### src/rtl/sd_op_sequencer.sv
// Programmable Wishbone master running a small op program against the SDC register file.
// Optional macro SDC_WB_ERR_EN adds the sdc_wb_err_i bus-error input.
//
// state  | meaning
// IDLE   | waiting for start_i
// FETCH  | program RAM read of the op at pc
// DECODE | dispatch on the fetched opcode
// BUS    | Wishbone cycle in flight, watchdog running
// GAP    | idle spacing between poll reads
// ERR    | report abort and return to IDLE
module sd_op_sequencer #(
  parameter int ADR_W       = 8,
  parameter int DAT_W       = 32,
  parameter int PROG_DEPTH  = 32,
  parameter int ACK_TIMEOUT = 255,
  parameter int POLL_LIMIT  = 1023,
  parameter int POLL_GAP    = 15
) (
  input  logic                          wb_clk_i,
  input  logic                          wb_rst_ni,
  input  logic                          prog_we_i,
  input  logic [$clog2(PROG_DEPTH)-1:0] prog_adr_i,
  input  logic [3+ADR_W+DAT_W-1:0]      prog_dat_i,
  input  logic                          start_i,
  input  logic [$clog2(PROG_DEPTH)-1:0] start_pc_i,
  output logic                          busy_o,
  output logic                          done_o,
  output logic                          err_o,
  output logic [1:0]                    err_code_o,
  output logic [$clog2(PROG_DEPTH)-1:0] err_pc_o,
  output logic [DAT_W-1:0]              rd_data_o,
  output logic [DAT_W-1:0]              sdc_wb_dat_o,
  input  logic [DAT_W-1:0]              sdc_wb_dat_i,
  output logic [ADR_W-1:0]              sdc_wb_adr_o,
  output logic [DAT_W/8-1:0]            sdc_wb_sel_o,
  output logic                          sdc_wb_we_o,
  output logic                          sdc_wb_cyc_o,
  output logic                          sdc_wb_stb_o,
  input  logic                          sdc_wb_ack_i
`ifdef SDC_WB_ERR_EN
  ,
  input  logic                          sdc_wb_err_i
`endif
);

  localparam int PC_W = $clog2(PROG_DEPTH);
  localparam int OP_W = 3 + ADR_W + DAT_W;
  localparam int WD_W = (ACK_TIMEOUT > 1) ? $clog2(ACK_TIMEOUT) : 1;
  localparam int PL_W = (POLL_LIMIT > 0) ? $clog2(POLL_LIMIT + 1) : 1;
  localparam int GP_W = (POLL_GAP > 1) ? $clog2(POLL_GAP) : 1;

  localparam logic [2:0] OP_WRITE = 3'd0;
  localparam logic [2:0] OP_READ  = 3'd1;
  localparam logic [2:0] OP_POLL  = 3'd2;
  localparam logic [2:0] OP_JUMP  = 3'd3;
  localparam logic [2:0] OP_HALT  = 3'd4;

  localparam logic [WD_W-1:0] WD_LOAD  = WD_W'((ACK_TIMEOUT > 0) ? ACK_TIMEOUT - 1 : 0);
  localparam logic [GP_W-1:0] GAP_LOAD = GP_W'((POLL_GAP > 0) ? POLL_GAP - 1 : 0);

  typedef enum logic [2:0] {
    S_IDLE, S_FETCH, S_DECODE, S_BUS, S_GAP, S_ERR
  } state_t;

  state_t            state;
  logic [PC_W-1:0]   pc;
  logic [WD_W-1:0]   wd_cnt;
  logic [PL_W-1:0]   poll_left;
  logic [GP_W-1:0]   gap_cnt;
  logic [OP_W-1:0]   prog_ram [PROG_DEPTH];
  logic [OP_W-1:0]   op_q;
  logic [2:0]        op_code;
  logic [ADR_W-1:0]  op_adr;
  logic [DAT_W-1:0]  op_dat;
  logic              poll_miss;

  assign op_code   = op_q[OP_W-1 -: 3];
  assign op_adr    = op_q[DAT_W +: ADR_W];
  assign op_dat    = op_q[DAT_W-1:0];
  assign poll_miss = (op_code == OP_POLL) && ((sdc_wb_dat_i & op_dat) == '0);

  // pc and the RAM are frozen while busy, so op_q stays valid through BUS and GAP
  always_ff @(posedge wb_clk_i) begin
    if (prog_we_i && !busy_o) prog_ram[prog_adr_i] <= prog_dat_i;
    op_q <= prog_ram[pc];
  end

  always_ff @(posedge wb_clk_i or negedge wb_rst_ni) begin
    if (!wb_rst_ni) begin
      state        <= S_IDLE;
      pc           <= '0;
      wd_cnt       <= '0;
      poll_left    <= '0;
      gap_cnt      <= '0;
      busy_o       <= 1'b0;
      done_o       <= 1'b0;
      err_o        <= 1'b0;
      err_code_o   <= 2'd0;
      err_pc_o     <= '0;
      rd_data_o    <= '0;
      sdc_wb_dat_o <= '0;
      sdc_wb_adr_o <= '0;
      sdc_wb_sel_o <= '1;
      sdc_wb_we_o  <= 1'b0;
      sdc_wb_cyc_o <= 1'b0;
      sdc_wb_stb_o <= 1'b0;
    end else begin
      done_o <= 1'b0;
      err_o  <= 1'b0;
      case (state)
        S_IDLE: begin
          if (start_i) begin
            pc         <= start_pc_i;
            err_code_o <= 2'd0;
            busy_o     <= 1'b1;
            state      <= S_FETCH;
          end
        end
        S_FETCH: state <= S_DECODE;
        S_DECODE: begin
          wd_cnt    <= WD_LOAD;
          poll_left <= PL_W'(POLL_LIMIT);
          case (op_code)
            OP_WRITE, OP_READ, OP_POLL: begin
              sdc_wb_cyc_o <= 1'b1;
              sdc_wb_stb_o <= 1'b1;
              sdc_wb_we_o  <= (op_code == OP_WRITE);
              sdc_wb_adr_o <= op_adr;
              sdc_wb_dat_o <= op_dat;
              state        <= S_BUS;
            end
            OP_JUMP: begin
              pc    <= op_dat[PC_W-1:0];
              state <= S_FETCH;
            end
            OP_HALT: begin
              busy_o <= 1'b0;
              done_o <= 1'b1;
              state  <= S_IDLE;
            end
            default: begin
              err_code_o <= 2'd3;
              state      <= S_ERR;
            end
          endcase
        end
        S_BUS: begin
`ifdef SDC_WB_ERR_EN
          if (sdc_wb_err_i) begin
            sdc_wb_cyc_o <= 1'b0;
            sdc_wb_stb_o <= 1'b0;
            err_code_o   <= 2'd3;
            state        <= S_ERR;
          end else
`endif
          if (sdc_wb_ack_i) begin
            sdc_wb_cyc_o <= 1'b0;
            sdc_wb_stb_o <= 1'b0;
            if (poll_miss) begin
              if (poll_left == '0) begin
                err_code_o <= 2'd2;
                state      <= S_ERR;
              end else begin
                poll_left <= poll_left - PL_W'(1);
                gap_cnt   <= GAP_LOAD;
                state     <= S_GAP;
              end
            end else begin
              if (op_code != OP_WRITE) rd_data_o <= sdc_wb_dat_i;
              pc    <= pc + PC_W'(1);
              state <= S_FETCH;
            end
          end else if (wd_cnt == '0) begin
            sdc_wb_cyc_o <= 1'b0;
            sdc_wb_stb_o <= 1'b0;
            err_code_o   <= 2'd1;
            state        <= S_ERR;
          end else begin
            wd_cnt <= wd_cnt - WD_W'(1);
          end
        end
        S_GAP: begin
          if (gap_cnt == '0) begin
            sdc_wb_cyc_o <= 1'b1;
            sdc_wb_stb_o <= 1'b1;
            wd_cnt       <= WD_LOAD;
            state        <= S_BUS;
          end else begin
            gap_cnt <= gap_cnt - GP_W'(1);
          end
        end
        S_ERR: begin
          err_pc_o <= pc;
          err_o    <= 1'b1;
          busy_o   <= 1'b0;
          state    <= S_IDLE;
        end
        default: state <= S_IDLE;
      endcase
    end
  end

endmodule

### config.mk
export PLATFORM = sky130hd
export DESIGN_NAME = sd_op_sequencer
export DESIGN_NICKNAME = d
export VERILOG_FILES = /design/src/rtl/sd_op_sequencer.sv
export SDC_FILE = /design/constraint.sdc
export NUM_CORES = 1
export LEC_CHECK = 0
export BUFFER_PORTS_ARGS = -buffer_cell sky130_fd_sc_hd__buf_2
export CAP_MARGIN = 20
export CORE_UTILIZATION = 54
export CTS_CLUSTER_SIZE = 25
export DETAILED_ROUTE_END_ITERATION = 16
export GPL_TIMING_DRIVEN = 0
export MAX_ROUTING_LAYER = met4
export PLACE_DENSITY_LB_ADDON = 0.3
export RECOVER_POWER = 25
export SETUP_SLACK_MARGIN = 0.2
export SLEW_MARGIN = 10
export SYNTH_ARGS = -nofsm -noshare
export SYNTH_HDL_FRONTEND = slang
export SYNTH_SLANG_ARGS = --single-unit
### constraint.sdc
create_clock -name wb_clk_i -period 3.4 [get_ports wb_clk_i]
set_input_delay 0.68 -clock wb_clk_i [delete_from_list [all_inputs] [get_ports wb_clk_i]]
set_output_delay 0.68 -clock wb_clk_i [all_outputs]
set_load 0.005 [all_outputs]
# [Word level (Yosys, flattened, before mapping)]
# Memories as Yosys holds them, arrays and structs flattened. A register that Yosys moved wholly into a read port is not among the register bits.
# Index checks and enable logic that the tools add are counted.
[word_totals] ff_bits=114 ramBits=1376 inputBits=90 out_inout_bits=89 n_memories=1
[classes] add_sub_neg=4 n_eq_ne=25 mux=46 bitwise=2 n_reduce_logical=27
[memory_table] name="prog_ram" depth=32 word_bits=43 rd=1 rd_clocked_by_memory_dff=1 write_ports=1 line="70" rtl="logic [OP_W-1:0] prog_ram [PROG_DEPTH];"
[ops] cell="bitwise AND 32 bit" count=1
[ops] cell="logical NOT 32 bit" count=1
[ops] cell="2-to-1 mux 10 bit" count=3
[ops] cell="!= test 2 bit (second input constant)" count=13
[ops] cell="2-to-1 mux 8 bit" count=3
[ops] cell="case mux 8 bit (3 select lines)" count=1
[ops] cell="2-to-1 mux 5 bit" count=4
[ops] cell="case mux 10 bit (2 select lines)" count=1
[ops] cell="2-to-1 mux 4 bit" count=4
[ops] cell="AND reduction 4 bit" count=4
[ops] cell="2-to-1 mux 3 bit" count=5
[ops] cell="case mux 3 bit (5 select lines)" count=1
[ops] cell="case mux 5 bit (3 select lines)" count=1
[ops] cell="== test 3 x 2 -> 1 bit (second input constant)" count=4
[ops] cell="2-to-1 mux 1 bit" count=12
[ops] cell="2-to-1 mux 2 bit" count=6
[ops] cell="nonzero test 3 bit" count=4
[ops] cell="logical NOT 10 bit" count=1
[ops] cell="AND reduction 5 bit" count=2
[ops] cell="subtractor 10 x 1 -> 10 bit (second input constant)" count=1
[ops] cell="== test 3 bit (second input constant)" count=3
[ops] cell="!= test 3 bit (second input constant)" count=3
[ops] cell="case mux 3 bit (3 select lines)" count=1
[ops] cell="logical NOT 8 bit" count=1
[ops] cell="other kinds (18)" count=24

# [Logic depth before layout (Yosys ltp)]
[logic_depth] word_depth=6 ltp_mapped=9

# [Worst setup path before layout]
# No wires, ideal clock.
[synth_timing] path_type="input to register" from="input port prog_we_i" to="memory prog_ram[14][0] in the netlist's numbering (enable)" setup_time_ns=0.444 t_arrival_ns=3.189 required_time_ns=2.956 setup_slack_ns=-0.232 cell_stages=4 path_buffers=1 path_cell_list="nand2b_1 -> or3b_2 -> clkbuf_1 -> nor2_1"
[synth_via] elab_chain_len=3
[synth_rtl] item="start, declared" line="21" rtl="input logic prog_we_i,"
[synth_rtl] item="logical AND 1 bit" line="84" rtl="if (prog_we_i && !busy_o) prog_ram[prog_adr_i] <= prog_dat_i;"
[synth_rtl] item="2-to-1 mux 1 bit" line="84"
[synth_rtl] item="2-to-1 mux 1 bit (implied by the code)" line="84"
[synth_rtl] item="end, declared" line="70"
# No other way between the ends.

==> results.json <==
{
  "cts_root_buf": "clkbuf_16",
  "ir_drop_mv": 0.574,
  "period_needed_ns": 3.22,
  "post-place-ws_ns": -1.30,
  "drive_gt1_share_pct": 37.0,
  "status": "complete, no violations",
  "yosysUniqueCellTypes": 58,
  "clkSlewWorstSetupHoldPaths_ns": 0.06,
  "synth_ff_type": "edfxtp_1",
  "async_flop_share_pct": 7.44,
  "yosysWarnings": 4,
  "final_core_util_pct": 63.2,
  "cp_cell_sequence": "clkbuf_1 > clkbuf_2 > clkdlybuf4s18_2 > mux4_2 > mux4_2 > mux2_2",
  "drc": 0,
  "ys_seq_area_share_pct": 77.2,
  "antenna_left": 0,
  "fmax_mhz": 311,
  "p_per_area_nw_per_um2": 802,
  "ys_top_cells_by_area": "edfxtp_1 (71%), mux4_2 (17%), dfrtp_1 (4.9%)",
  "synth_edf_count": 1376,
  "layout_common_cells": "edfxtp_1 (1,376), mux4_2 (430), buf_2 (166), clkbuf_16 (157), mux2_2 (122)",
  "gp_congestion": 0.867,
  "setup_ws_ns": 0.185,
  "grt_first_pass_wirelength_um": 208000,
  "fp.dieW_um": 331,
  "startpoint_type": "flip-flop",
  "max_slew.worst_pin.slew_ns": 1.35,
  "cts_tree": "yes",
  "dr.pass1.iters": 6,
  "vias": 28900,
  "first_iter_violations": 3896,
  "cp_num_buf_inv": 3,
  "critPathRequiredTime_ns": 4.03,
  "maxCapViolations": 0,
  "cts.sinks": 1533,
  "hold_class": "input pin to flip-flop",
  "antenna_found_initial": 7,
  "cpMostUsedCell": "mux4_2",
  "min-delay-start": "sdc_wb_dat_i[18]",
  "critPathKind": "flip-flop to flip-flop",
  "worstPathMaxFanout": 10,
  "syn2layout_area_growth_pct": 16.0,
  "max_slew_margin_pct": 9.68,
  "die-area_sq_um": 109000,
  "viasPerCell": 6.51,
  "ys_ff_latch": 1533,
  "skew_ns": 0.0336,
  "htreeDepth": 4,
  "start_util_pct": 54.5,
  "layout_commonest_cell": "edfxtp_1",
  "end_kind": "flip-flop",
  "setup_viol": 0,
  "clk_path_buf_depth": 3,
  "slew_viol_final": 0,
  "grt_usage_pct": 28.3,
  "grt-ovfl-total": 0,
  "rsz0062_at_grt": "false",
  "synth_top_area_share_pct": 70.8,
  "design.core.area_sq_um": 107000,
  "cts_buffers": 151,
  "fin_nets": 3009,
  "clk_latency_ns": 0.76,
  "synth_top_area_cell": "edfxtp_1",
  "hold_violations": 0,
  "crit_arrival_ns": 3.84,
  "syn_area_per_cell_sq_um": 23.2,
  "period_share_pct": 94.6,
  "cp_slowest_stage_delay_ns": 0.60,
  "crit_family": "buffers and inverters",
  "worstReg2RegStart": "pc[1]",
  "routed_wl_um": 148000,
  "io_buffers": 173,
  "hpwl_um": 98200,
  "crit_slowest_cell": "clkdlybuf4s18_2",
  "detail_route.wl_per_cell_um": 33.3,
  "startpoint": "pc[1]",
  "grt_pass1_vias": 29300,
  "ios": 179,
  "syn_inst": 2510,
  "syn-cell-area_sq_um": 58400,
  "p_leak_nw": 21.9,
  "die_y_um": 331,
  "grt_max_degree": 62,
  "rows": 120
}
==> worst paths after layout <==
kind	endpoint	slack (ns)	depth (start not counted)
min in group asynchronous	sdc_wb_adr_o[0]	0.48	2
min reg2reg	sdc_wb_adr_o[0]	0.45	1
min	rd_data_o[18]	0.16	2
max reg2reg	op_q[23]	0.18	6
max in group asynchronous	sdc_wb_dat_o[7]	2.11	3
max	op_q[23]	0.18	6
==> kinds of logic after synthesis <==
kind of cell	synth area share, %
XOR/XNOR	0.0300
adder cells (fa/ha/maj)	0.129
flip-flops	77.2
buffers and inverters	1.15
other	0.00643
AO/OA/AOI/OAI	0.913
multiplexers	19.0
AND/OR/NAND/NOR	1.60
==> cell usage after synthesis, types with 3 or more instances <==
| library cell | count |
|---|---|
| o21ai_0 | 29 |
| nor2_1 | 67 |
| a22oi_1 | 9 |
| nor4_1 | 6 |
| or3b_2 | 5 |
| nand2_1 | 38 |
| buf_1 | 21 |
| ha_1 | 6 |
| mux2_2 | 122 |
| nand3_1 | 15 |
| dfxtp_1 | 43 |
| o31ai_1 | 4 |
| edfxtp_1 | 1376 |
| buf_4 | 27 |
| a21oi_1 | 19 |
| or3_1 | 10 |
| nor3b_1 | 3 |
| dfrtp_1 | 114 |
| a211oi_1 | 3 |
| a221oi_1 | 3 |
| inv_1 | 12 |
| o211ai_1 | 3 |
| clkbuf_1 | 57 |
| nor3_1 | 9 |
| nand3b_1 | 5 |
| mux4_2 | 430 |
| buf_6 | 3 |
| nor2b_1 | 3 |
| nand4_1 | 10 |
| buf_2 | 18 |
| nand2b_1 | 5 |
==> stage by stage <==
stage / power [W] / hold WS (ns) / area [sq um] / instances / setup TNS [ns]
2_1_floorplan: 0.0323 / 0.384 / 58400 / 2513 / -99.86
3_3_place_gp: 0.0375 / 0.445 / 61000 / 4089 / -3196.28
3_5_place_dp: 0.0380 / 0.452 / 62700 / 4158 / -57.67
4_1_cts: 0.0544 / 0.130 / 67700 / 4430 / 0
5_1_grt: 0.0559 / 0.152 / 67700 / 4435 / 0
6_report: 0.0543 / 0.162 / 67700 / 4436 / 0
==> state kept, by name (all words and copies together) (netlist names), 3 cells and up <==
signal / cells
wd_cnt: 8
sdc_wb_dat_o: 32
err_pc_o: 5
sdc_wb_adr_o: 8
rd_data_o: 32
gap_cnt: 4
prog_ram: 1376
pc: 5
state: 3
poll_left: 10
op_q: 43
==> worst register-to-register path, stage by stage (launching register included) <==
cell	delay [ns]
dfrtp_1	0.45
clkbuf_1	0.26
clkbuf_2	0.54
clkdlybuf4s18_2	0.61
mux4_2	0.40
mux4_2	0.53
mux2_2	0.31
==> area by class of cell <==
type / instances / area [sq um]
diodes: 4 / 10.0
plain buffers: 126 / 711
clock buffers: 191 / 4120
clock inverters: 78 / 739
fillers: 6883 / 39400
inverters: 13 / 48.8
multi-input cells: 841 / 12900
flip-flops and latches: 1533 / 45000
well taps: 1403 / 1760
repair buffers: 247 / 2350
==> repair_timing <==
item,CTS,global route
endpoints found under the hold margin,60,0
hold buffers,1,0
pin swaps,2,1
endpoints found under the setup margin,96,56
resized for setup,40,18
setup buffers,2,0
cloned,0,0
==> routing by layer <==
metal / vias up / wire length (um) / track usage, %
met4: 0 / 4230 / 9.13
met3: 307 / 15800 / 7.30
met1: 15300 / 55000 / 36.3
met5: - / 0 / -
met2: 1824 / 72500 / 44.6
li1: 11400 / - / -
==> power by group <==
group | internal (W) | leakage, nW | switching, W
combinational | 0.00734 | 5.50 | 0.00801
sequential | 0.0216 | 14.1 | 0.000853
clock | 0.00943 | 2.37 | 0.00704
total | 0.0384 | 21.9 | 0.0159
Power figures use the tool's default switching activity.
